[src/rtl/seq_counter_pkg.sv]
// seq_counter_pkg: shared state/mode encodings for seq_counter_fsm
package seq_counter_pkg;
  typedef enum logic [1:0] {
    S_IDLE  = 2'd0,
    S_RUN   = 2'd1,
    S_PAUSE = 2'd2,
    S_DONE  = 2'd3
  } state_t;
  typedef enum logic [1:0] {
    M_WRAP     = 2'd0,
    M_ONESHOT  = 2'd1,
    M_PINGPONG = 2'd2,
    M_RSVD     = 2'd3
  } mode_t;
  localparam logic [1:0] ST_IDLE  = 2'd0;
  localparam logic [1:0] ST_RUN   = 2'd1;
  localparam logic [1:0] ST_PAUSE = 2'd2;
  localparam logic [1:0] ST_DONE  = 2'd3;
endpackage

[src/rtl/seq_bin2gray.sv]
// seq_bin2gray: combinational binary-to-Gray converter (bin -> gray, WIDTH bits), built with SEQ_COUNTER_GRAY_OUT_EN
`ifdef SEQ_COUNTER_GRAY_OUT_EN
module seq_bin2gray #(
  parameter int WIDTH = 3
) (
  input  logic [WIDTH-1:0] bin,
  output logic [WIDTH-1:0] gray
);
  assign gray = bin ^ (bin >> 1);
endmodule
`endif

[src/rtl/seq_counter_fsm.sv]
// seq_counter_fsm: start/stop/pause counter FSM (wrap/oneshot/pingpong); ports clk, rst, start, stop, en, dir, mode, load, load_val -> count, state_o, tc, busy, and gray when SEQ_COUNTER_GRAY_OUT_EN is defined
module seq_counter_fsm
  import seq_counter_pkg::*;
#(
  parameter int WIDTH   = 3,
  parameter int MODULUS = 8
) (
  input  logic             clk,
  input  logic             rst,
  input  logic             start,
  input  logic             stop,
  input  logic             en,
  input  logic             dir,
  input  logic [1:0]       mode,
  input  logic             load,
  input  logic [WIDTH-1:0] load_val,
  output logic [WIDTH-1:0] count,
  output logic [1:0]       state_o,
  output logic             tc,
  output logic             busy
`ifdef SEQ_COUNTER_GRAY_OUT_EN
  ,output logic [WIDTH-1:0] gray
`endif
);
  localparam logic [WIDTH-1:0] MAXV = WIDTH'(MODULUS - 1);
  state_t           state, state_n;
  logic [WIDTH-1:0] count_n, inc, dec, step, clamp;
  logic             tc_n, pp_dir, pp_dir_n, pp_valid, pp_valid_n;
  logic             is_pp, is_one, d, at_min, at_max, entry, reload, stepping;
  logic             wrap_tc, end_hit, pp_hit, step_tc, pp_flag;
  // pp_valid marks pp_dir as meaningful; outside PINGPONG it drops so a
  // mid-RUN switch into PINGPONG picks up the live dir input
  always_comb begin
    is_pp      = mode == M_PINGPONG;
    is_one     = mode == M_ONESHOT;
    d          = (is_pp && pp_valid) ? pp_dir : dir;
    at_min     = count == '0;
    at_max     = count == MAXV;
    inc        = count + WIDTH'(1);
    dec        = count - WIDTH'(1);
    clamp      = (32'(load_val) >= MODULUS) ? MAXV : load_val;
    step       = is_pp  ? (d ? (at_min ? inc : dec) : (at_max ? dec : inc)) :
                 is_one ? (d ? (at_min ? count : dec) : (at_max ? count : inc)) :
                          (d ? (at_min ? MAXV : dec) : (at_max ? '0 : inc));
    wrap_tc    = d ? at_min : at_max;
    end_hit    = d ? (step == '0) : (step == MAXV);
    pp_hit     = (step == '0) || (step == MAXV);
    pp_flag    = (step == '0) ? 1'b0 : (step == MAXV) ? 1'b1 : d;
    step_tc    = is_pp ? pp_hit : is_one ? end_hit : wrap_tc;
    entry      = state != S_RUN && start && !stop;
    reload     = entry && state != S_PAUSE;
    stepping   = state == S_RUN && !stop && en && !load;
    state_n    = rst ? S_IDLE :
                 (state == S_RUN && stop) ? S_PAUSE :
                 (state == S_PAUSE && stop) ? S_IDLE :
                 entry ? S_RUN :
                 (stepping && is_one && end_hit) ? S_DONE : state;
    count_n    = rst ? '0 :
                 load ? clamp :
                 (state == S_PAUSE && stop) ? '0 :
                 reload ? (dir ? MAXV : '0) :
                 stepping ? step : count;
    tc_n       = !rst && stepping && step_tc;
    pp_dir_n   = rst ? 1'b0 : entry ? dir : (stepping && is_pp) ? pp_flag : pp_dir;
    pp_valid_n = !rst && is_pp && (entry || pp_valid || stepping);
  end
  always_ff @(posedge clk) begin
    state    <= state_n;
    count    <= count_n;
    tc       <= tc_n;
    pp_dir   <= pp_dir_n;
    pp_valid <= pp_valid_n;
  end
  assign state_o = state;
  assign busy    = state == S_RUN || state == S_PAUSE;
`ifdef SEQ_COUNTER_GRAY_OUT_EN
  logic [WIDTH-1:0] gray_n;
  seq_bin2gray #(.WIDTH(WIDTH)) u_b2g (.bin(count_n), .gray(gray_n));
  always_ff @(posedge clk) gray <= rst ? '0 : gray_n;
`endif
endmodule

[config.mk]
export PLATFORM = sky130hd
export DESIGN_NAME = seq_counter_fsm
export DESIGN_NICKNAME = d
export VERILOG_FILES = /design/src/rtl/seq_counter_pkg.sv /design/src/rtl/seq_bin2gray.sv /design/src/rtl/seq_counter_fsm.sv
export SDC_FILE = /design/constraint.sdc
export NUM_CORES = 1
export LEC_CHECK = 0
export CAP_MARGIN = 40
export CORE_ASPECT_RATIO = 1.4
export CORE_MARGIN = 4
export CORE_UTILIZATION = 30
export DETAILED_ROUTE_END_ITERATION = 16
export HOLD_SLACK_MARGIN = 0.08
export PLACE_DENSITY_LB_ADDON = 0.25
export SLEW_MARGIN = 20
export SYNTH_ARGS = -nofsm -noshare
export SYNTH_HDL_FRONTEND = slang
export SYNTH_SLANG_ARGS = --single-unit
[constraint.sdc]
create_clock -name clk -period 2.2 [get_ports clk]
set_input_delay 0.44 -clock clk [delete_from_list [all_inputs] [get_ports clk]]
set_output_delay 0.44 -clock clk [all_outputs]
set_load 0.02 [all_outputs]
**Word level (Yosys, flattened, before mapping)**

Cells that the tools add are included.

- Register bits: 8
- Input port bits: 12
- Output and inout bits: 7
- Logic and storage cells: 75

- Add/sub/neg operators: 2
- Equal/unequal tests: 8
- Multiplexer cells: 29
- Reduce and logical (&&, ||, !) cells: 30

Operators by type and width:

| operator | count |
|---|---|
| 3-bit two-way mux | 16 |
| 1-bit logical AND | 16 |
| 1-bit two-way mux | 9 |
| 2-bit two-way mux | 4 |
| 4-bit nonzero test | 2 |
| 3-bit == test (second input constant) | 2 |
| 3-bit logical NOT | 2 |
| 2-bit by 1-bit == test with 1-bit output (second input constant) | 2 |
| 2-bit == test (second input constant) | 2 |
| 1-bit logical OR | 4 |
| 2-bit nonzero test | 2 |
| 3-bit by 1-bit adder with 3-bit output (second input constant) | 1 |
| 1-bit logical NOT | 3 |
| 3-bit OR reduction | 1 |
| 3-bit by 1-bit subtractor with 3-bit output (second input constant) | 1 |
| 2-bit by 1-bit != test with 1-bit output (second input constant) | 1 |
| 2-bit != test (second input constant) | 1 |

**Depth between registers and ports, before layout**

Gate-level depths: netlist of run 1.

- Depth in word-level cells: 13
- Gate-level depth with buffers: 10
- Gate-level depth less buffers: 10

**Least setup slack after synthesis of run 1**

No wires, ideal clock.

- Kind: reg2reg
- From: register count[0]
- To: register state[1], in the netlist state_o[1]
- Library setup time: 0.088 ns
- Data arrival time: 2.316 ns
- Setup slack: -0.204 ns
- Stages on the path, launching flop included: 9
- Path buffers: 0
- Clock period less this slack: 2.404 ns
- Cell sequence: dfxtp_1 -> inv_1 -> ha_1 -> nand2b_1 -> ha_1 -> or4b_1 -> nor4_2 -> o21ai_2 -> a311oi_2

- Cells in the longest elaborated chain, start to end: 9

RTL lines:

| item | line | source |
|---|---|---|
| start, declared | seq_counter_fsm.sv:17 | `output logic [WIDTH-1:0] count,` |
| start signal, assigned | seq_counter_fsm.sv:69 | `count <= count_n;` |
| 3-bit by 1-bit adder with 3-bit output (tied with other cells) | seq_counter_fsm.sv:39 | `inc = count + WIDTH'(1);` |
| 3-bit two-way mux, on equally long branches (2 in series) | seq_counter_fsm.sv:44, seq_counter_fsm.sv:43 |  |
| 3-bit two-way mux | seq_counter_fsm.sv:43 | `is_one ? (d ? (at_min ? count : dec) : (at_max ? count : inc)) :` |
| 3-bit two-way mux (*) | seq_counter_fsm.sv:42 | `step = is_pp ? (d ? (at_min ? inc : dec) : (at_max ? dec : inc)) :` |
| 3-bit == test / 3-bit logical NOT (equally long branches) | seq_counter_fsm.sv:46 | `end_hit = d ? (step == '0) : (step == MAXV);` |
| 1-bit two-way mux (*) | seq_counter_fsm.sv:46 |  |
| 1-bit logical AND (*) | seq_counter_fsm.sv:57 | `(stepping && is_one && end_hit) ? S_DONE : state;` |
| 4-bit nonzero test (no line) (*) | - |  |
| end signal, assigned | seq_counter_fsm.sv:68 | `state <= state_n;` |
| end, declared | seq_counter_fsm.sv:26 | `state_t state, state_n;` |

Mark *: on every way between the ends. The rest lies on a longest branch, timed or not.
A chain may end at the register's enable or synchronous reset.

**Worst setup path after layout of run 1**

- From: register count[0]
- To: register tc

- Cells in the longest elaborated chain, start to end: 10

RTL lines:

| item | line | source |
|---|---|---|
| 3-bit by 1-bit adder with 3-bit output (tied with other cells) | seq_counter_fsm.sv:39 |  |
| 3-bit two-way mux, on equally long branches (2 in series) | seq_counter_fsm.sv:44, seq_counter_fsm.sv:43 |  |
| 3-bit two-way mux | seq_counter_fsm.sv:43 |  |
| 3-bit two-way mux | seq_counter_fsm.sv:42 |  |
| 3-bit == test / 3-bit logical NOT (equally long branches) | seq_counter_fsm.sv:46, seq_counter_fsm.sv:47 |  |
| 1-bit two-way mux | seq_counter_fsm.sv:46 |  |
| 1-bit two-way mux | seq_counter_fsm.sv:49 | `step_tc = is_pp ? pp_hit : is_one ? end_hit : wrap_tc;` |
| 1-bit two-way mux (*) | seq_counter_fsm.sv:49 |  |
| 1-bit logical AND (*) | seq_counter_fsm.sv:63 | `tc_n = !rst && stepping && step_tc;` |
| net tc_n | seq_counter_fsm.sv:28 | `logic tc_n, pp_dir, pp_dir_n, pp_valid, pp_valid_n;` |
| end signal, assigned | seq_counter_fsm.sv:70 | `tc <= tc_n;` |
| end, declared | seq_counter_fsm.sv:19 | `output logic tc,` |

Mark *: on every way through the listed nets, which the timed path passes. The rest lies on a longest branch.

==> results of run 1 <==
power by group through the flow:
stage                     combinational, W  clock [W]  sequential, W
after CTS                         0.000389   0.000204       0.000166
final                             0.000430   0.000201       0.000166
after detailed placement          0.000344          0       0.000169
after floorplan                   0.000186          0       0.000183
after global placement            0.000344          0       0.000168
after global routing              0.000466   0.000210       0.000168
critical path: cells and delay by family, from the launching register on:
kind	cells	cell delay [ns]
and+or+nand+nor	2	0.15
DFF	1	0.35
adders and majority gates	2	0.35
AOI/OAI and AO/OA	4	0.84
buffers and inverters	3	0.36
repair_timing:
action / in CTS / in global routing
resized for setup: 11 / 22
buffers inserted: 3 / 3
hold buffers: 0 / 0
pin swaps: 5 / 11
setup endpoints to repair: 3 / 5
sequential cells by signal, summed over array words and instances (netlist names):
signal    cells
pp_dir        1
state_o       2
count         3
pp_valid      1
tc            1
per-stage QoR:
step | setup slack, ns | power [W] | hold slack, ns
floorplan | 0.002162 | 0.0003689 | 0.5079
CTS | -0.006018 | 0.0007587 | 0.5276
global placement | -0.2551 | 0.0005119 | 0.5139
finish | 0.02514 | 0.0007967 | 0.5228
global route | -0.03850 | 0.0008440 | 0.5454
detailed placement | -0.2644 | 0.0005130 | 0.5148
layout by cell type (no fill, tap or decap), types with 2 or more instances in the layout:
cell and n:
o22ai_1 2, ha_4 4, inv_1 9, a21oi_1 7, buf_4 31, o21ai_2 2
nor2b_1 3, buf_6 2, a211oi_1 2, o211ai_1 4, dlymetal6s2s_1 2, o211a_1 2
clkdlybuf4s50_1 15, ha_1 5, nor3_1 5, dfxtp_4 2, o21ai_0 3, mux2i_1 4
clkbuf_8 3, nand2b_1 2, nand2_1 10, nand2b_4 3, nor2_1 7, dfxtp_1 5
per-layer routing:
layer | part of all wire [%] | vias up | GRT usage (%) | wire length, µm
met4 | 5.0 | 0 | 11.08 | 161
met2 | 54 | 33 | 31.08 | 1754
met3 | 3.1 | 16 | 0.6780 | 101
met5 | 0 | - | 0 | 0
met1 | 37 | 507 | 14.01 | 1209
li1 | - | 553 | - | -
worst paths after layout:
kind | startpoint | depth (start not counted) | endpoint
max reg2reg | count[0]$_SDFFE_PP0P_ | 11 | tc$_DFF_P_
min | state_o[0]$_SDFFE_PP0P_ | 2 | state_o[0]$_SDFFE_PP0P_
min reg2reg | state_o[0]$_SDFFE_PP0P_ | 2 | state_o[0]$_SDFFE_PP0P_
max | count[0]$_SDFFE_PP0P_ | 11 | tc$_DFF_P_
area by class of cell:
| class | count | area, µm² | share of cell area [%] |
|---|---|---|---|
| multi-input combinational | 99 | 924.6 | 55.36 |
| inverter | 11 | 43.79 | 2.622 |
| clock buffer | 4 | 45.04 | 2.697 |
| tap | 39 | 48.80 | 2.921 |
| timing repair buffer | 51 | 439.2 | 26.29 |
| sequential | 8 | 168.9 | 10.11 |
logic make-up (layout without fill, tap and decap cells):
group,Yosys count,after routing
AND/OR/NAND/NOR,43,43
AO/OA/AOI/OAI,38,38
buffers and inverters,14,66
adder cells (fa/ha/maj),11,11
flip-flops,8,8
multiplexers,6,6
XOR/XNOR,1,1
==> qor.yml, run 1 <==
status: "complete, no violations"
wire_per_inst_um: 15.23
ant_nets: 0
yosysWarnings: 0
slew_headroom_pct: 78.33
critPathMaxFanout: 3
place_congestion: 0.9039
fin_nets: 196
portBuffers: 18
synth_seq_cells: 8
tns_ns: 0
drt_wl_total_um: 3228
diodes: 0
seq_area_frac_synth_pct: 16.28
area_growth_pct: 69.85
n_fill_cell: 311
layout-drive-gt1-share_pct: 41.62
synth_top_family_by_area: "compound AO/OA/AOI/OAI gates"
synth_most_common_cell: "inv_1"
start_util_pct: 31.49
synth-adder-area-share_pct: 13.74
dp_cells: 203
synth_flop_cell: "dfxtp_1"
r2r_slack_ns: 0.03
avgSynthCellArea_um2: 8.128
chipWidth_um: 56.39
die_area_um2: 4271
synth_mux_area_share_pct: 6.616
hold_viol: 0
htreeDepth: 1
slowest_delay_ns: 0.35
synth_compound_area_share_pct: 28.37
p_leak_nw: 0.7154
hpwl_um: 2485
die_h_um: 75.75
syn-cell-area_um2: 983.4
drc_errors: 0
synth_area_leaders: "dfxtp_1 (16%), ha_1 (13%), mux2i_1 (5.1%), inv_1 (4.2%), a21oi_1 (4.1%)"
max-cap-violations: 0
placed_area_um2: 1426
rows: 24
timing.final.crit_share_pct: 98.86
ys_types: 43
core_um2: 3123
clockBufferDepth: 2
grt_pass1_vias: 1114
grt_usage_pct: 15.07
hp-class: "reg2reg"
path_class: "reg2reg"
critPathRequiredTime_ns: 2.31
finalNonFillerCells: 212
dr.first_iter.drc_count: 13
grt_max_degree: 9
cp-end-kind: "register"
cts_root_buffer: "clkbuf_8"
comb_power_share_pct: 54.0
peakVddDrop_uv: 395.0
finClkSkew_ns: 0.008556
drt_pre_antenna_iters: 4
clockPowerShare_pct: 25.2
synth-xor-area-share_pct: 0.8906
worstMarginPinSlew_ns: 0.3217
clk_pin_slew_ns: 0.05
worstPathCellList: "buf_4 > ha_2 > inv_1 > ha_1 > nor3b_2 > a31oi_4 > o22ai_4 > buf_4 > o211a_1 > o311ai_2 > nor3_2"
drv_slew: 0
startpoint_type: "register"
antenna_found_initial: 0
internal_power_w: 0.0005060
synthSimpleGateAreaFrac_pct: 27.10
syn_nets: 143
routed_via_density: 5.231
fin_crit_ns: 2.175
clock_latency_ns: 0.24
stdcell_area_um2: 1670
crit_top_cell: "buf_4"
worstPathArrival_ns: 2.28
via_count: 1109
synth_async_sr_flop_share_pct: 0
synth_largest_area_cell: "dfxtp_1"
seq_power_share_pct: 20.8
power_switching_w: 0.0002906
crit_path_top_delay_cell: "dfxtp_4"
ios: 19
cts_sinks: 8
post-route-util_pct: 53.49
p_sw_share_pct: 36.48
fmax_mhz: 459.8
cts_buffers: 3
cts_tree: "done"
powerDensity_nw_per_um2: 476.9
yosysTopAreaCellShare_pct: 16.28
grt_overflow_total: 0
grt_pass1_wl_um: 4857
setup_viol: 0
synth.top_cells.by_count: "inv_1 (11), ha_1 (10), nand2_1 (10)"
synth_edf_count: 0
syn_inst: 121
Power figures use the tool's default switching activity.
==> inputs of run 2 (changes only) <==
- CORE_MARGIN: 4 -> 5
==> run 2 against run 1 <==
Effect of this change: final cell count down 2.4%; sequential share of layout area rose by 0.48 points; non-clock buffer count decreased by 5; maximum frequency grew 3.1%; hold slack improved by 0.0035 ns; flip-flop and latch count unchanged.
==> qor.yml, run 2 (synthesis gave the netlist of run 1 again) <==
antenna_found_initial: 0  # unchanged
hold_viol: 0  # unchanged
hp-class: "reg2reg"  # unchanged
n_fill_cell: 319  # was 311
chipWidth_um: 58.39  # was 56.39 µm
final_common_cell: "buf_4"  # unchanged
cts_sinks: 8  # unchanged
setup_viol: 0  # unchanged
start_util_pct: 31.19  # was 31.49%
largest_register_ffs: 3  # unchanged
routed.top_layer: "met4"  # unchanged
finalNonFillerCells: 207  # was 212
critPathMaxFanout: 5  # was 3
r2r_start: "count[0]$_SDFFE_PP0P_"  # unchanged
startpoint: "count[0]$_SDFFE_PP0P_"  # unchanged
diodes: 0  # unchanged
grt_overflow_total: 0  # unchanged
worstMarginPinSlew_ns: 0.3225  # was 0.3217 ns
critPathRequiredTime_ns: 2.36  # was 2.31 ns
cp-end-kind: "register"  # unchanged
ios: 19  # unchanged
grt_pass1_vias: 1103  # was 1,114
peakVddDrop_uv: 326.3  # was 395.0 µV
path_class: "reg2reg"  # unchanged
worstSetupEndpoint: "tc$_DFF_P_"  # unchanged
drc_errors: 0  # unchanged
r2r_end: "tc$_DFF_P_"  # unchanged
clock_latency_ns: 0.24  # about the same
die_area_um2: 4540  # was 4271 µm²
die_h_um: 77.75  # was 75.75 µm
cts_root_buffer: "clkbuf_8"  # unchanged
placed_area_um2: 1416  # was 1426 µm²
ff2ff_path_depth: 10  # was 11
route.met3.wl_um: 114  # was 101 µm
grt_usage_pct: 14.79  # was 15.07%
cts_buffers: 3  # unchanged
fin_nets: 191  # was 196
via_count: 1115  # was 1,109
dp_cells: 200  # was 203
max-cap-violations: 0  # unchanged
status: "complete, no violations"  # unchanged
grt_max_degree: 10  # was 9
wirelength_met1_um: 1200  # was 1209 µm
final_cell_mix: "buf_4 (23), clkdlybuf4s50_1 (15), nand2_1 (10), inv_1 (9), a21oi_1 (8)"  # was buf_4 (31), clkdlybuf4s50_1 (15), nand2_1 (10), inv_1 (9)
wire_per_inst_um: 15.31  # was 15.23 µm
power_w: 0.0007704  # was 0.0007967 W
drt_pre_antenna_iters: 4  # unchanged
slew_headroom_pct: 78.40  # was 78.33%
ant_nets: 0  # unchanged
stdcell_area_um2: 1595  # was 1670 µm²
worstPathArrival_ns: 2.27  # was 2.28 ns
core_um2: 3153  # was 3123 µm²
routed_via_density: 5.386  # was 5.231
clk_pin_slew_ns: 0.05  # about the same
cts_tree: "done"  # unchanged
clockBufferDepth: 2  # unchanged
timing.final.crit_share_pct: 95.90  # was 98.86%
p_leak_nw: 0.7056  # was 0.7154 nW
layout-drive-gt1-share_pct: 35.12  # was 41.62%
powerDensity_nw_per_um2: 482.9  # was 476.9 nW/µm²
htreeDepth: 1  # unchanged
fmax_mhz: 474.0  # was 459.8 MHz
routed-wl-met2_um: 1732  # was 1754 µm
area_growth_pct: 62.21  # was 69.85%
drv_slew: 0  # unchanged
worst_slack_ns: 0.09010  # was 0.02514 ns
startpoint_type: "register"  # unchanged
portBuffers: 18  # unchanged
grt_pass1_wl_um: 5147  # was 4857 µm
finClkSkew_ns: 0.009063  # was 0.008556 ns
r2r_slack_ns: 0.09  # was 0.03 ns
dr.first_iter.drc_count: 19  # was 13
dp_slack_ns: -0.2903  # was -0.2644 ns
hpwl_um: 2468  # was 2485 µm
hold_slack_ns: 0.5263  # was 0.5228 ns
drt_wl_total_um: 3170  # was 3228 µm
largest_register: "count"  # unchanged
rows: 24  # unchanged
fin_crit_ns: 2.110  # was 2.175 ns
place_congestion: 0.8739  # was 0.9039
## run 2: changes by cell type in the layout (fill, tap and decap cells not counted), sizes merged
cell  delta
buf      -5
## run 2: how the worst min path moves through the flow
stage	slack, ns	cells after the start	endpoint	startpoint
global route	0.55	2	state_o[0]$_SDFFE_PP0P_	state_o[0]$_SDFFE_PP0P_
finish	0.53	2	state_o[0]$_SDFFE_PP0P_	state_o[0]$_SDFFE_PP0P_
detailed placement	0.52	2	state_o[0]$_SDFFE_PP0P_	state_o[0]$_SDFFE_PP0P_
floorplan	0.51	1	state_o[1]$_SDFFE_PP0P_	rst
global placement	0.52	2	state_o[0]$_SDFFE_PP0P_	state_o[0]$_SDFFE_PP0P_
CTS	0.53	2	state_o[0]$_SDFFE_PP0P_	state_o[0]$_SDFFE_PP0P_
## run 2: per-layer routing
metal,track usage [%],vias to the layer above
met5,0,-
met2,26.96,29
met4,9.281,0
met3,2.159,11
li1,-,546
met1,15.12,529
## run 2: what timing repair did
action,in CTS,in global routing
setup endpoints to repair,5,6
pin swaps,5,6
setup buffers,1,2
hold buffers,0,0
resized for setup,12,13
## run 2: area by class of cell
class / count / area, µm² / area share (%)
Multi-Input combinational cell: 99 / 867.1 / 54.35
Sequential cell: 8 / 168.9 / 10.59
Timing Repair Buffer: 46 / 421.7 / 26.43
Clock buffer: 4 / 45.04 / 2.824
Tap cell: 39 / 48.80 / 3.059
Inverter: 11 / 43.79 / 2.745
## run 2: critical path, stage by stage (launching register included)
cell      delay (ns)
dfxtp_4         0.36
inv_4           0.04
buf_4           0.15
ha_1            0.23
nor2b_1         0.16
a211oi_4        0.18
o22ai_2         0.11
buf_4           0.16
or2_4           0.26
o211a_1         0.23
nor3_1          0.16
## run 2: power by group
group	total (W)	leakage, nW	internal (W)	switching [W]
combinational	0.000405	0.616	0.000206	0.000198
clock	0.000199	0.0228	0.000127	0.0000724
sequential	0.000167	0.0672	0.000157	0.00000969
## run 2: per-stage QoR
step | setup TNS [ns] | util [%]
3_3_place_gp | -1.261 | 44.92
5_1_grt | -0.01359 | 50.60
3_5_place_dp | -1.411 | 44.92
2_1_floorplan | 0 | -
4_1_cts | -0.001715 | 48.25
6_report | 0 | 50.60
==> inputs of run 3 (changes only) <==
- clock period: 2.2 -> 1.98 ns (I/O delays scaled with it)
==> run 3 against run 2 <==
Effect of this change: the flow now finishes with violations (negative setup slack); critical path depth unchanged; via count grew 6.9%; count of clock-buffer cells in the layout unchanged; largest cell class unchanged; global-route usage rose by 0.76 points; register-to-register slack worse by 0.15 ns; highest routed layer unchanged.
==> qor.yml, run 3 (synthesis gave the netlist of run 1 again) <==
hold_viol: 0  # unchanged
seq_power_share_pct: 20.5  # was 21.6%
rows: 24  # unchanged
grt_usage_pct: 15.55  # was 14.79%
r2r_slack_ns: -0.06  # was 0.09 ns
wire_per_inst_um: 15.27  # was 15.31 µm
cp_top_family: "compound AO/OA/AOI/OAI gates"  # was simple AND/OR/NAND/NOR gates
die_area_um2: 4540  # unchanged
cts_sinks: 8  # unchanged
final_cell_mix: "buf_4 (42), clkdlybuf4s50_1 (13), nand2_1 (9), inv_1 (8), a21oi_1 (8)"  # was buf_4 (23), clkdlybuf4s50_1 (15), nand2_1 (10), inv_1 (9), a21oi_1 (8)
hold_slack_ns: 0.5272  # was 0.5263 ns
drc_errors: 0  # unchanged
clockPowerShare_pct: 22.8  # was 25.9%
setup_viol: 4  # was 0
area_growth_pct: 82.70  # was 62.21%
drt_wl_total_um: 3421  # was 3170 µm
max-cap-violations: 0  # unchanged
rsz0062_at_grt: "yes"
clock_latency_ns: 0.23  # was 0.24 ns
clockBufferDepth: 2  # unchanged
cp-end-kind: "register"  # unchanged
hpwl_um: 2643  # was 2468 µm
routed_via_density: 5.321  # was 5.386
power_w: 0.0009193  # was 0.0007704 W
worstPathArrival_ns: 2.19  # was 2.27 ns
clk_pin_slew_ns: 0.05  # about the same
fin_crit_ns: 2.044  # was 2.110 ns
path_buf_inv: 3  # unchanged
largest_register_ffs: 3  # unchanged
startpoint_type: "register"  # unchanged
ant_nets: 0  # unchanged
powerDensity_nw_per_um2: 511.7  # was 482.9 nW/µm²
chipWidth_um: 58.39  # unchanged
drt_pre_antenna_iters: 4  # unchanged
start_util_pct: 31.19  # unchanged
die_h_um: 77.75  # unchanged
hp-class: "reg2reg"  # unchanged
status: "complete, but fails checks"  # was complete, no violations
htreeDepth: 1  # unchanged
peakVddDrop_uv: 453.6  # was 326.3 µV
place_congestion: 0.8702  # was 0.8739
critPathRequiredTime_ns: 2.13  # was 2.36 ns
core_um2: 3153  # unchanged
violations: "negative setup slack"
tns_ns: -0.1562  # was 0 ns
worstPathCellList: "inv_4 > buf_6 > ha_4 > nor2b_4 > a211oi_2 > o22ai_2 > buf_6 > nor4_4 > o21ai_2 > a311oi_2"  # was inv_4 > buf_4 > ha_1 > nor2b_1 > a211oi_4 > o22ai_2 > buf_4 > or2_4 > o211a_1 > nor3_1
timing.final.crit_share_pct: 103.2  # was 95.90%
finClkSkew_ns: 0.008583  # was 0.009063 ns
worstMarginPinSlew_ns: 0.3573  # was 0.3225 ns
worst_slack_ns: -0.06395  # was 0.09010 ns
dr.first_iter.drc_count: 31  # was 19
slew_headroom_pct: 76.08  # was 78.40%
diodes: 0  # unchanged
internal_power_w: 0.0005921  # was 0.0004899 W
comb_power_share_pct: 56.7  # was 52.5%
portBuffers: 18  # unchanged
cts_tree: "done"  # unchanged
postCtsHoldBufs: 0  # unchanged
fmax_mhz: 489.2  # was 474.0 MHz
antenna_found_initial: 0  # unchanged
crit_path_top_delay_cell: "dfxtp_4"  # unchanged
grt_pass1_vias: 1243  # was 1,103
via_count: 1192  # was 1,115
p_sw_share_pct: 35.59  # was 36.40%
critPathMaxFanout: 4  # was 5
grt_pass1_wl_um: 5547  # was 5147 µm
cts_root_buffer: "clkbuf_8"  # unchanged
final_common_cell: "buf_4"  # unchanged
p_leak_nw: 0.7791  # was 0.7056 nW
ios: 19  # unchanged
layout-drive-gt1-share_pct: 48.11  # was 35.12%
crit_top_cell: "buf_6"  # was buf_4
slowest_delay_ns: 0.38  # was 0.36 ns
grt_max_degree: 10  # unchanged
fin_nets: 208  # was 191
power_switching_w: 0.0003272  # was 0.0002805 W
drv_slew: 0  # unchanged
path_class: "reg2reg"  # unchanged
largest_register: "count"  # unchanged
cts_buffers: 3  # unchanged
grt_overflow_total: 0  # unchanged
## run 3: path summary, 6_finish.rpt
| check | startpoint | endpoint | depth (start not counted) |
|---|---|---|---|
| worst min register to register | state_o[0]$_SDFFE_PP0P_ | state_o[0]$_SDFFE_PP0P_ | 2 |
| worst max-delay path | count[1]$_SDFFE_PP0P_ | state_o[1]$_SDFFE_PP0P_ | 10 |
| worst max register to register | count[1]$_SDFFE_PP0P_ | state_o[1]$_SDFFE_PP0P_ | 10 |
| worst min-delay path | state_o[0]$_SDFFE_PP0P_ | state_o[0]$_SDFFE_PP0P_ | 2 |
## run 3: metal layers
metal	up-vias	routed length [µm]	share of wire, %	global-route usage [%]
met5	-	0	0	0
met4	0	58	1.7	5.104
met3	7	145	4.2	2.492
met2	33	1943	57	30.76
met1	572	1273	37	15.61
li1	580	-	-	-
## run 3: worst min-delay path, stage by stage (launching register included)
cell	delay, ns
dfxtp_1	0.32
inv_1	0.08
a31oi_1	0.08
## run 3: metrics by stage
step	setup WS, ns	utilization (%)	cells	cell area, µm²
floorplan	-0.1237	-	121	1027
global route	-0.1846	56.98	224	1797
detailed placement	-0.4318	48.97	217	1544
CTS	-0.03913	53.61	222	1690
finish	-0.06395	56.98	224	1797
global placement	-0.4002	48.97	217	1544
## run 3: area by class of cell
type                            instances  area [µm²]
Sequential cell                         8       172.7
Fill cell                             294        1356
Timing Repair Buffer                   63       526.8
Clock buffer                            4       45.04
Tap cell                               39       48.80
Multi-Input combinational cell         99       957.2
Inverter                               11       46.29
## run 3: power by group through the flow
stage / Clock, W / Sequential (W) / Combinational, W
floorplan: 0 / 0.000204 / 0.000211
global placement: 0 / 0.000189 / 0.000430
global route: 0.000224 / 0.000190 / 0.000557
finish: 0.000210 / 0.000189 / 0.000521
CTS: 0.000215 / 0.000191 / 0.000466
detailed placement: 0 / 0.000189 / 0.000431
## run 3: repair_timing
item                                    4_1_cts  5_1_grt
cloned                                        0        0
pin swaps                                     7       14
gates resized for setup                      22       21
endpoints found under the setup margin        8        7
buffers inserted                              1        2
==> RTL edit 1: new RTL, settings of run 3 <==
Build with the macro `SEQ_COUNTER_GRAY_OUT_EN` defined.
--- a/src/rtl/seq_bin2gray.sv
+++ b/src/rtl/seq_bin2gray.sv
@@ -1,2 +1,4 @@
 // seq_bin2gray: combinational binary-to-Gray converter (bin -> gray, WIDTH bits), built with SEQ_COUNTER_GRAY_OUT_EN
+`define SEQ_COUNTER_GRAY_OUT_EN
+
 `ifdef SEQ_COUNTER_GRAY_OUT_EN
Check against the original RTL (old outputs only; new: gray): equivalent (equiv_simple and equiv_induct, registers matched by name and starting in step).
==> RTL edit 1 against run 3 <==
- the run still ends with negative setup slack left
- first-iteration DRC count increased by 61%
- sequential cell count increased by 3
- setup slack got worse by 300 ps
- routed wire length increased by 11%
- combinational power decreased by 3%
- via count increased by 9.0%
- final cell count increased by 14%
- final area increased by 14%
- area after synthesis increased by 12%
- power increased by 6.1%
- sequential power increased by 34%
- die area increased by 10%
- largest power group unchanged
==> RTL edit 1: results (changes against run 3) <==
- **status** complete, but fails checks, unchanged
- **failing checks** negative setup slack, unchanged
- **length in cells of the worst reg-to-reg path** 12, was 10
- **Clock Pin Slew Worst Setup and Hold Paths** 50 ps, about the same
- **Post-CTS Repair Setup Buffers** 10, was 1
- **proportion of synthesized chip area in sequential cells** 0.199, was 0.163
- **GP Congestion** 0.800, was 0.870
- **least setup slack across all paths after layout** -363 ps, was -63.9 ps
- **most frequent cells after synthesis** sky130_fd_sc_hd__nor2_1, sky130_fd_sc_hd__dfxtp_1, sky130_fd_sc_hd__ha_1, sky130_fd_sc_hd__nand2_1, sky130_fd_sc_hd__inv_1, was sky130_fd_sc_hd__inv_1, sky130_fd_sc_hd__ha_1, sky130_fd_sc_hd__nand2_1
- **total power divided by cell area** 478 nW/um^2, was 512 nW/um^2
- **number of I/O port buffers** 21, was 18
- **wire length of the first global-routing pass** 6180 microns, was 5550 microns
- **HPWL after detailed placement** 2840 microns, was 2640 microns
- **Clock Skews** 1.91 ps, was 8.58 ps
- **detailed route wirelength on metal2** 2050 microns, was 1940 microns
- **net count reported at finish** 236, was 208
- **initial DRC count** 50, was 31
- **global routing usage on met2** 0.289, was 0.308
- **post-cts resize count** 34, was 22
- **via count of the first global-routing pass** 1436, was 1243
- **M3 GR Usage** 0.0220, was 0.0249
- **Levels on crit path** 12, was 10
- **number of distinct standard cells referenced by the synthesized netlist** 54, was 43
- **Via Count** 1299, was 1192
- **smallest hold slack** 590 ps, was 527 ps
- **DR WL/cell** 14.8 microns, was 15.3 microns
- **overall routing resource usage** 0.162, was 0.155
- **met1 Use GR** 0.178, was 0.156
- **number of endpoints failing setup at the final stage** 10, was 4
- **Setup Total Neg Slack** -2490 ps, was -156 ps
- **post-placement setup slack** -761 ps, was -432 ps
- **arrival time reported for the critical path endpoint** 2440 ps, was 2190 ps
- **layout cell share with drive strength beyond 1** 0.512, was 0.481
- **met1 routed wirelength after detailed routing** 1520 microns, was 1270 microns
- **maximum number of pins on one net before global-route repair** 12, was 10
- **sequential-cell power consumption** 254 uW, was 189 uW
- **hold-critical path endpoint** pp_dir, was state_o[0]
- **start point of the worst hold path** pp_dir, was state_o[0]
- **nets in the synthesized netlist** 158, was 143
- **Leakage Power** 0.836 nW, was 0.779 nW
- **clock network power** 219 uW, was 210 uW
- **Mean Syn Cell Area** 8.12 sq um, was 8.13 sq um
- **Max rail drop VDD** 0.361 mV, was 0.454 mV
- **post-route non-filler standard cell count** 255, was 224
- **startpoint of the most critical register-to-register path** count[1], unchanged
- **cells taking the most area after synthesis** sky130_fd_sc_hd__dfxtp_1, sky130_fd_sc_hd__ha_1, sky130_fd_sc_hd__nor2_1, was sky130_fd_sc_hd__dfxtp_1, sky130_fd_sc_hd__ha_1, sky130_fd_sc_hd__mux2i_1
- **power spent charging and discharging nets** 324 uW, was 327 uW
- **routed wl met3** 107 microns, was 145 microns
- **actual transition at the worst max-transition pin** 455 ps, was 357 ps
- **cell family with most CP delay** simple AND/OR/NAND/NOR gates, was compound AO/OA/AOI/OAI gates
- **Crit Reg-Reg Endpoint** tc, was state_o[1]
-- RTL edit 1: cell types whose count changed after synthesis, moves of 3 or more --
cell,delta
sky130_fd_sc_hd__nor2_1,+8
sky130_fd_sc_hd__clkbuf_1,+5
sky130_fd_sc_hd__nor3_1,-4
sky130_fd_sc_hd__o211ai_1,-4
sky130_fd_sc_hd__dfxtp_1,+3
sky130_fd_sc_hd__mux2i_1,-3
sky130_fd_sc_hd__nand3b_1,+3
sky130_fd_sc_hd__o22ai_1,-3
-- RTL edit 1: worst register-to-register path, cell delays in order (launching register included) --
cell                       delay [ps]
sky130_fd_sc_hd__dfxtp_4          380
sky130_fd_sc_hd__ha_4             160
sky130_fd_sc_hd__ha_4             140
sky130_fd_sc_hd__buf_6            110
sky130_fd_sc_hd__nor2_2            40
sky130_fd_sc_hd__mux2_4           280
sky130_fd_sc_hd__or3_4            370
sky130_fd_sc_hd__o21ai_4          200
sky130_fd_sc_hd__buf_6            130
sky130_fd_sc_hd__nor4_4            40
sky130_fd_sc_hd__buf_4            140
sky130_fd_sc_hd__nor3b_4          190
sky130_fd_sc_hd__a211oi_2          50
-- RTL edit 1: kinds of logic (layout without fill, tap and decap cells) --
| logic type | after synthesis | count (layout) | synth area share |
|---|---|---|---|
| mux | 6 | 6 | 0.0645 |
| simple gates | 52 | 52 | 0.256 |
| compound gates | 39 | 39 | 0.283 |
| xor+xnor | 2 | 2 | 0.0159 |
| buf+inv | 16 | 93 | 0.0679 |
| flops | 11 | 11 | 0.199 |
| fa+ha+maj | 10 | 10 | 0.113 |
-- RTL edit 1: layout make-up --
class	count	area [sq um]
multi-input cells	109	1010
repair buffers	80	664
inverters	9	38.8
flip-flops and latches	11	231
well taps	42	52.6
clock buffers	4	45.0
fillers	342	1570
==> RTL edit 2: new RTL, config.mk and constraints of run 3 <==
Made on the original files. Remove the register `tc`: a continuous assignment takes its place, so the output `tc` follows one clock earlier.
--- a/src/rtl/seq_counter_fsm.sv
+++ b/src/rtl/seq_counter_fsm.sv
@@ -69,3 +69,2 @@
     count    <= count_n;
-    tc       <= tc_n;
     pp_dir   <= pp_dir_n;
@@ -73,2 +72,4 @@
   end
+
+  assign tc = tc_n;
   assign state_o = state;
Check against the original RTL: not equivalent (Yosys sat finds a counterexample within 4 cycles, from zero or initial values and one cycle with rst high).
==> RTL edit 2 against run 3 <==
- the flow still finishes with violations (negative setup slack)
- setup slack got worse by 670 ps
- register-to-register slack got worse by 270 ps
- global-route usage rose by 2.6 points
- power rose by 3.3%
- routed wire length rose by 9.6%
- largest cell class unchanged
- sequential cell count fell by 1
- area after synthesis fell by 2.0%
- final area rose by 7.1%
- maximum frequency fell by 25%
==> RTL edit 2: results (changes against run 3) <==
- **wire length of the first global-routing pass** 6400 microns, was 5550 microns
- **detailed route wirelength on metal2** 2050 microns, was 1940 microns
- **fill cell instance count of the final layout** 243, was 294
- **hold-critical path endpoint** count[1], was state_o[0]
- **least setup slack across all paths after layout** -730 ps, was -63.9 ps
- **nets in the synthesized netlist** 142, was 143
- **Total Wirelength** 3750 microns, was 3420 microns
- **Leakage Power** 0.861 nW, was 0.779 nW
- **most frequent cells after synthesis** sky130_fd_sc_hd__inv_1, sky130_fd_sc_hd__ha_1, sky130_fd_sc_hd__nand2_1, unchanged
- **routed wl met3** 165 microns, was 145 microns
- **proportion of synthesized chip area in sequential cells** 0.145, was 0.163
- **HPWL after detailed placement** 2700 microns, was 2640 microns
- **relative slew slack** 0.808, was 0.761
- **post-cts resize count** 43, was 22
- **maximum number of pins on one net before global-route repair** 9, was 10
- **net count reported at finish** 220, was 208
- **cells taking the most area after synthesis** sky130_fd_sc_hd__dfxtp_1, sky130_fd_sc_hd__ha_1, sky130_fd_sc_hd__mux2i_1, unchanged
- **Mean Syn Cell Area** 8.03 sq um, was 8.13 sq um
- **initial DRC count** 26, was 31
- **slack of the worst reg-to-reg path** -330 ps, was -60 ps
- **highest net fanout along the worst path** 5, was 4
- **Critical Path Max Stage Delay** 350 ps, was 380 ps
- **global routing usage on met2** 0.333, was 0.308
- **met1 Use GR** 0.178, was 0.156
- **number of endpoints failing setup at the final stage** 7, was 4
- **failing checks** negative setup slack, unchanged
- **status** complete, but fails checks, unchanged
[RTL edit 2: changes by cell type after synthesis, sizes merged]
cell,run 3,this run
dfxtp,8,7
[RTL edit 2: report_power, final]
group / total [mW] / internal (mW) / switching (mW)
Sequential: 0.165 / 0.154 / 0.0113
Clock: 0.208 / 0.140 / 0.0685
Combinational: 0.576 / 0.314 / 0.262
[RTL edit 2: per-stage QoR]
stage / hold WS (ps) / util / area (sq um) / power [mW] / TNS, ps
CTS: 579 / 0.602 / 1860 / 0.923 / -1630
global placement: 540 / 0.504 / 1560 / 0.605 / -3660
detailed placement: 560 / 0.504 / 1560 / 0.614 / -3940
floorplan: 456 / - / 1010 / 0.396 / -839
global route: 617 / 0.622 / 1920 / 1.01 / -2350
finish: 592 / 0.622 / 1920 / 0.950 / -1710
[RTL edit 2: area by class of cell]
type                            count  share of cell area
Multi-Input combinational cell     99               0.503
Inverter                           11              0.0241
Timing Repair Buffer               76               0.344
Sequential cell                     7              0.0800
Clock buffer                        4              0.0234
Tap cell                           39              0.0254
